<file path="src/rtl/pulse_train_pkg.sv">
// Shared types and default widths for the pulse train generator.
package pulse_train_pkg;

    // Per-channel FSM state, also exported on the channel debug output
    typedef enum logic [1:0] {
        IDLE  = 2'd0,
        DELAY = 2'd1,
        PULSE = 2'd2
    } pt_state_e;

    localparam int DEF_NUM_CH = 4;
    localparam int DEF_CNT_W  = 32;
    localparam int DEF_REP_W  = 16;

endpackage

</file>
<file path="src/rtl/pulse_train_ch.sv">
// One pulse train channel: start edge detect, config latch, IDLE/DELAY/PULSE
// FSM with delay/width down-counter and repetition counter.
// Handshake: none; start is a level whose rising edge is accepted only in
// IDLE, abort is a level that wins over everything on the next clock edge.
module pulse_train_ch
    import pulse_train_pkg::*;
#(
    parameter int CNT_W   = DEF_CNT_W,
    parameter int REP_W   = DEF_REP_W,
    parameter int ARM_CYC = 1  // clocks after reset before start edges count
) (
    input  logic             i_clk,
    input  logic             i_reset_n,
    input  logic             i_start,
    input  logic             i_abort,
    input  logic [CNT_W-1:0] i_delay_cycles,
    input  logic [CNT_W-1:0] i_width_cycles,
    input  logic [REP_W-1:0] i_repetition,
    input  logic             i_polarity,
    output logic             o_pulse,
    output logic             o_done,
    output pt_state_e        o_state
);

    localparam int ARM_W = $clog2(ARM_CYC + 1);
    localparam logic [CNT_W-1:0] CNT_ONE = CNT_W'(1);
    localparam logic [REP_W-1:0] REP_ONE = REP_W'(1);

    pt_state_e        r_state, w_state_nx;
    logic [CNT_W-1:0] r_cnt, w_cnt_nx;
    logic [REP_W-1:0] r_rep, w_rep_nx;
    logic [CNT_W-1:0] r_delay, r_width;
    logic             r_pol;
    logic             r_done, w_done_nx;
    logic             r_start_prev;
    logic [ARM_W-1:0] r_arm;
    logic             w_armed;
    logic             w_start_edge;
    logic             w_accept;

    // A start level still high when reset releases must not look like an edge,
    // so edges are ignored until the input path has been sampled after reset.
    assign w_armed      = (r_arm == ARM_W'(ARM_CYC));
    assign w_start_edge = i_start & ~r_start_prev & w_armed;
    assign w_accept     = (r_state == IDLE) & w_start_edge & ~i_abort;

    // Edge detector history and post-reset arming counter
    always_ff @(posedge i_clk or negedge i_reset_n) begin
        if (!i_reset_n) begin
            r_start_prev <= 1'b0;
            r_arm        <= '0;
        end else begin
            r_start_prev <= i_start;
            if (!w_armed) r_arm <= r_arm + ARM_W'(1);
        end
    end

    // Latch the train configuration when a start is accepted
    always_ff @(posedge i_clk or negedge i_reset_n) begin
        if (!i_reset_n) begin
            r_delay <= '0;
            r_width <= '0;
            r_pol   <= 1'b0;
        end else if (w_accept) begin
            r_delay <= i_delay_cycles;
            r_width <= i_width_cycles;
            r_pol   <= i_polarity;
        end
    end

    // FSM state, counters and done strobe registers
    always_ff @(posedge i_clk or negedge i_reset_n) begin
        if (!i_reset_n) begin
            r_state <= IDLE;
            r_cnt   <= '0;
            r_rep   <= '0;
            r_done  <= 1'b0;
        end else begin
            r_state <= w_state_nx;
            r_cnt   <= w_cnt_nx;
            r_rep   <= w_rep_nx;
            r_done  <= w_done_nx;
        end
    end

    // Next-state logic; r_cnt holds the cycles left in the current phase and
    // r_rep the pulses left (0 = continuous, never decremented)
    always_comb begin
        w_state_nx = r_state;
        w_cnt_nx   = r_cnt;
        w_rep_nx   = r_rep;
        w_done_nx  = 1'b0;
        if (i_abort) begin
            w_state_nx = IDLE;
            w_cnt_nx   = '0;
            w_rep_nx   = '0;
        end else begin
            case (r_state)
                IDLE: begin
                    if (w_start_edge) begin
                        w_rep_nx = i_repetition;
                        // A zero width still spends one DELAY cycle so the
                        // channel reports busy once before signalling done.
                        if ((i_width_cycles == '0) || (i_delay_cycles != '0)) begin
                            w_state_nx = DELAY;
                            w_cnt_nx   = i_delay_cycles;
                        end else begin
                            w_state_nx = PULSE;
                            w_cnt_nx   = i_width_cycles;
                        end
                    end
                end
                DELAY: begin
                    if (r_width == '0) begin
                        w_state_nx = IDLE;
                        w_cnt_nx   = '0;
                        w_rep_nx   = '0;
                        w_done_nx  = 1'b1;
                    end else if (r_cnt <= CNT_ONE) begin
                        w_state_nx = PULSE;
                        w_cnt_nx   = r_width;
                    end else begin
                        w_cnt_nx = r_cnt - CNT_ONE;
                    end
                end
                PULSE: begin
                    if (r_cnt <= CNT_ONE) begin
                        if (r_rep == REP_ONE) begin
                            w_state_nx = IDLE;
                            w_cnt_nx   = '0;
                            w_rep_nx   = '0;
                            w_done_nx  = 1'b1;
                        end else begin
                            if (r_rep != '0) w_rep_nx = r_rep - REP_ONE;
                            if (r_delay != '0) begin
                                w_state_nx = DELAY;
                                w_cnt_nx   = r_delay;
                            end else begin
                                w_state_nx = PULSE;
                                w_cnt_nx   = r_width;
                            end
                        end
                    end else begin
                        w_cnt_nx = r_cnt - CNT_ONE;
                    end
                end
                default: begin
                    w_state_nx = IDLE;
                    w_cnt_nx   = '0;
                    w_rep_nx   = '0;
                end
            endcase
        end
    end

    assign o_pulse = (r_state == IDLE) ? i_polarity : ((r_state == PULSE) ^ r_pol);
    assign o_done  = r_done;
    assign o_state = r_state;

endmodule

</file>
<file path="src/rtl/pulse_train_gen.sv">
// Multi-channel pulse train generator: NUM_CH independent pulse_train_ch
// instances plus activity LEDs. Define PULSE_TRAIN_GEN_SYNC_EN to pass start
// and abort through 2-flop synchronizers (adds 2 clocks to every response).
module pulse_train_gen
    import pulse_train_pkg::*;
#(
    parameter int NUM_CH = DEF_NUM_CH,
    parameter int CNT_W  = DEF_CNT_W,
    parameter int REP_W  = DEF_REP_W
) (
    input  logic                         clk,
    input  logic                         reset_n,
    input  logic [NUM_CH-1:0]            start,
    input  logic [NUM_CH-1:0]            abort,
    input  logic [NUM_CH-1:0][CNT_W-1:0] delay_cycles,
    input  logic [NUM_CH-1:0][CNT_W-1:0] width_cycles,
    input  logic [NUM_CH-1:0][REP_W-1:0] repetition,
    input  logic [NUM_CH-1:0]            polarity,
    output logic [NUM_CH-1:0]            pulse_out,
    output logic [NUM_CH-1:0]            busy,
    output logic [NUM_CH-1:0]            done,
    output logic                         delay_led,
    output logic                         pulse_led
);

    logic [NUM_CH-1:0] w_start;
    logic [NUM_CH-1:0] w_abort;
    logic [NUM_CH-1:0] w_in_delay;
    logic [NUM_CH-1:0] w_in_pulse;
    pt_state_e         w_state [NUM_CH];

`ifdef PULSE_TRAIN_GEN_SYNC_EN
    // Two extra sampled clocks before a held start can be seen as an edge
    localparam int ARM_CYC = 3;

    logic [NUM_CH-1:0] r_start_s1, r_start_s2;
    logic [NUM_CH-1:0] r_abort_s1, r_abort_s2;

    // Two-flop synchronizers on the asynchronous control levels
    always_ff @(posedge clk or negedge reset_n) begin
        if (!reset_n) begin
            r_start_s1 <= '0;
            r_start_s2 <= '0;
            r_abort_s1 <= '0;
            r_abort_s2 <= '0;
        end else begin
            r_start_s1 <= start;
            r_start_s2 <= r_start_s1;
            r_abort_s1 <= abort;
            r_abort_s2 <= r_abort_s1;
        end
    end

    assign w_start = r_start_s2;
    assign w_abort = r_abort_s2;
`else
    localparam int ARM_CYC = 1;

    assign w_start = start;
    assign w_abort = abort;
`endif

    for (genvar g = 0; g < NUM_CH; g++) begin : g_ch
        pulse_train_ch #(
            .CNT_W  (CNT_W),
            .REP_W  (REP_W),
            .ARM_CYC(ARM_CYC)
        ) u_ch (
            .i_clk          (clk),
            .i_reset_n      (reset_n),
            .i_start        (w_start[g]),
            .i_abort        (w_abort[g]),
            .i_delay_cycles (delay_cycles[g]),
            .i_width_cycles (width_cycles[g]),
            .i_repetition   (repetition[g]),
            .i_polarity     (polarity[g]),
            .o_pulse        (pulse_out[g]),
            .o_done         (done[g]),
            .o_state        (w_state[g])
        );

        assign busy[g]       = (w_state[g] != IDLE);
        assign w_in_delay[g] = (w_state[g] == DELAY);
        assign w_in_pulse[g] = (w_state[g] == PULSE);
    end

    assign delay_led = |w_in_delay;
    assign pulse_led = |w_in_pulse;

endmodule

</file>
<file path="config.mk">
export PLATFORM = sky130hd
export DESIGN_NAME = pulse_train_gen
export DESIGN_NICKNAME = d
export VERILOG_FILES = /design/src/rtl/pulse_train_pkg.sv /design/src/rtl/pulse_train_ch.sv /design/src/rtl/pulse_train_gen.sv
export SDC_FILE = /design/constraint.sdc
export NUM_CORES = 1
export LEC_CHECK = 0
export ABC_AREA = 1
export CORE_ASPECT_RATIO = 0.75
export CORE_MARGIN = 3
export CORE_UTILIZATION = 25
export CTS_CLUSTER_DIAMETER = 80
export DETAILED_ROUTE_END_ITERATION = 16
export GPL_TIMING_DRIVEN = 0
export MAX_ROUTING_LAYER = met4
export PLACE_DENSITY = 0.49
export SYNTH_ARGS = -nofsm -noshare
export SYNTH_HDL_FRONTEND = slang
export SYNTH_SLANG_ARGS = --single-unit
export TNS_END_PERCENT = 10
</file>
<file path="constraint.sdc">
create_clock -name clk -period 3.2 [get_ports clk]
set_input_delay 0.96 -clock clk [delete_from_list [all_inputs] [get_ports clk]]
set_output_delay 0.96 -clock clk [all_outputs]
set_load 0.01 [all_outputs]
</file>
==> impl_metrics.py <==
metrics = {
    "place": {
        "place_congestion": 0.9802,
        "hpwl_um": 112200,
        "dp.cells": 6877,
        "port_buffers": 344,
    },
    "timing": {
        "fin_tns_setup_ps": 0,
        "period_needed_ps": 3187,
        "max_freq_mhz": 313.8,
        "finalSetupViolCount": 0,
        "grt_setup_unrepaired": "true",
        "skew_ps": 32.21,
        "worstMarginPinSlew_ps": 1206,
        "slew_headroom_pct": 19.00,
        "hold_violations": 0,
        "final_max_slew_viol_count": 0,
        "post-route-period-util_pct": 99.58,
    },
    "setup_path": {
        "cp.required_ps": 3730,
        "slowest_stage": "nand2_1",
        "cp.arrival_ps": 3710,
        "crit_path_start_kind": "primary input",
        "endpoint_kind": "flop",
        "critPathMaxFanout": 10,
        "cp_cell_sequence": "clkdlybuf4s50_1, inv_1, nand2_1, nor3_1, nand2_1, nor2_1, nand2_1, nand2_1, buf_2, o21ai_0, nand2_1, nand3_1, nand2_1, nand2_1",
        "criticalPathCategory": "primary input to flop",
        "critPathMaxStageDelay_ps": 430,
        "crit_top_cell": "nand2_1",
    },
    "route": {
        "drt_iter0_markers": 3295,
        "drc": 0,
        "viasPerCell": 4.846,
        "wl_per_cell_um": 19.85,
        "antenna_left": 0,
        "routed_wirelength_um": 138900,
        "vias": 33910,
        "dr.pass1.iters": 6,
    },
    "logic_synthesis": {
        "ys_seq_area_share_pct": 36.57,
        "syn_inst": 4862,
        "netlist_area_sq_mm": 0.03209,
        "synth_top_flop_cell": "dfrtp_1",
        "avgSynthCellArea_sq_um": 6.600,
        "ys_ff_latch": 469,
        "yosysUniqueCellTypes": 57,
        "synth_edf_count": 0,
        "synthesis.nets": 5228,
        "async_reset_ff_share_pct": 100.0,
        "ys_warn_count": 0,
    },
    "die": {
        "core_area_sq_mm": 0.1270,
        "die_y_um": 316.3,
        "pin_count": 348,
        "rows": 113,
        "die_area_sq_mm": 0.1327,
        "initial_utilization_pct": 25.27,
        "die_w_um": 419.7,
    },
    "power_and_ir_drop": {
        "pwr_density_cell_mw_per_mm2": 972.6,
        "p_leak_uw": 0.01915,
        "peakVddDrop_uv": 454.7,
    },
    "global_route": {
        "track_usage_pct": 21.06,
        "grt_max_degree": 108,
        "first_global_vias": 31832,
        "grt_pass1_wl_um": 206300,
        "antenna_found_initial": 18,
        "grt-ovfl-total": 0,
    },
    "cts": {
        "path_clk_slew_ps": 60,
        "cts_tree": "done",
        "cts_root_buf": "clkbuf_16",
        "htreeDepth": 2,
        "clock-sinks": 469,
        "clk_latency_ps": 630,
        "cts_hold_buf": 0,
        "clockBufferDepth": 3,
        "numCtsBuffers": 58,
    },
    "cells_and_area": {
        "area_growth_pct": 24.33,
        "layout_commonest_cell": "nand2_1",
        "fin_nets": 5637,
        "drive_above_1_share_pct": 7.390,
        "instances_no_fill": 6997,
        "fillers": 14038,
        "layout_common_cells": "nand2_1, nor2_1, dfrtp_1, nand3_1, inv_1",
    },
    "min_path": {
        "min-delay-path-class": "primary input to asynchronous set/reset pin",
    },
    "run_status": {
        "outcome": "completed",
    },
    "job": {
        "max_cap_viol_count": 0,
    },
}
## what timing repair did
| action | 4_1_cts | 5_1_grt |
|---|---|---|
| pin swaps | 1 | 0 |
| resized for setup | 54 | 15 |
| setup buffers | 6 | 0 |
| endpoints found under the setup margin | 20 | 21 |
## sequential cells by signal, summed over array words and instances, names as in the netlist
signal                  flops
g_ch.u_ch.r_cnt           128
g_ch.u_ch.r_delay         128
g_ch.u_ch.r_width         128
g_ch.u_ch.r_rep            64
g_ch.u_ch.o_state           8
g_ch.u_ch.o_done            4
g_ch.u_ch.r_pol             4
g_ch.u_ch.r_start_prev      4
g_ch.u_ch.r_arm             1
## Yosys cell counts, types with 45 or more instances
cell type	number	area, sq um
nand3_1	449	2247
o21ai_0	322	1612
clkbuf_1	113	424.2
nand4_1	87	544.3
inv_1	403	1513
mux2_2	58	653.1
o21ai_1	65	325.3
xnor2_1	52	455.4
nor2_1	544	2042
dfrtp_1	469	11740
buf_2	45	225.2
xor2_1	69	604.3
nand2_1	1816	6817
a21oi_1	54	270.3
## logic make-up after synthesis
group,count (synthesis),share of synthesized area [%]
simple gates,3056,40.00
fa+ha+maj,32,1.248
xor+xnor,121,3.303
compound gates,508,8.722
flops,469,36.57
mux,58,2.035
buf+inv,617,8.110
other cells,1,0.01169
## final timing paths
kind                                     startpoint                  endpoint  slack, ps  cells after the start
max                                width_cycles[61]     g_ch[1].u_ch.r_cnt[7]         10                     14
min                                         reset_n     g_ch[1].u_ch.r_rep[9]        300                      1
max reg2reg                 g_ch[1].u_ch.o_state[0]     g_ch[1].u_ch.r_cnt[3]        130                     12
min reg2reg                g_ch[1].u_ch.r_delay[15]  g_ch[1].u_ch.r_delay[15]        490                      2
max in group asynchronous                   reset_n     g_ch[0].u_ch.r_cnt[1]       1290                      3
min in group clk           g_ch[1].u_ch.r_delay[15]  g_ch[1].u_ch.r_delay[15]        490                      2
## power by group
group | leakage (uW) | internal (uW) | total [uW] | switching (uW)
Combinational | 0.0122 | 6970 | 20000 | 13000
Sequential | 0.00599 | 8710 | 11900 | 3200
Clock | 0.000946 | 4040 | 6920 | 2880
## metrics by stage
stage | power [uW] | area [sq um] | worst slack (ps) | utilization [%] | hold WS [ps]
6_report | 38800 | 39900 | 13.48 | 31.42 | 302.6
5_1_grt | 41960 | 39900 | -43.10 | 31.42 | 341.2
4_1_cts | 38590 | 39830 | -187.7 | 31.37 | 330.7
3_5_place_dp | 31280 | 37730 | -803.5 | 29.72 | 473.8
3_3_place_gp | 31270 | 37620 | -22220 | 29.63 | 470.2
2_1_floorplan | 24520 | 32090 | 634.5 | - | 453.0
## critical path: cells and delay by family
| kind | cells | cell delay [ps] |
|---|---|---|
| compound gates | 1 | 120 |
| buf+inv | 3 | 910 |
| simple gates | 10 | 1720 |
## final cells by class
type / instances / area (sq um) / share of cell area, %
diodes: 12 / 30.03 / 0.07526
multi-input cells: 3776 / 17810 / 44.64
inverters: 419 / 1594 / 3.995
well taps: 1667 / 2086 / 5.228
plain buffers: 193 / 1095 / 2.744
clock buffers: 90 / 1742 / 4.365
flip-flops and latches: 469 / 11740 / 29.42
repair buffers: 354 / 3591 / 9.000
clock inverters: 17 / 212.7 / 0.5331
## metal layers
metal,up-vias,share of wire (%),global-route usage [%]
li1,16322,-,-
met1,16250,51,32.64
met2,1168,39,27.18
met3,170,8.2,4.188
met4,0,2.3,5.115
met5,-,0,-
(Power assumes the default switching activity.)
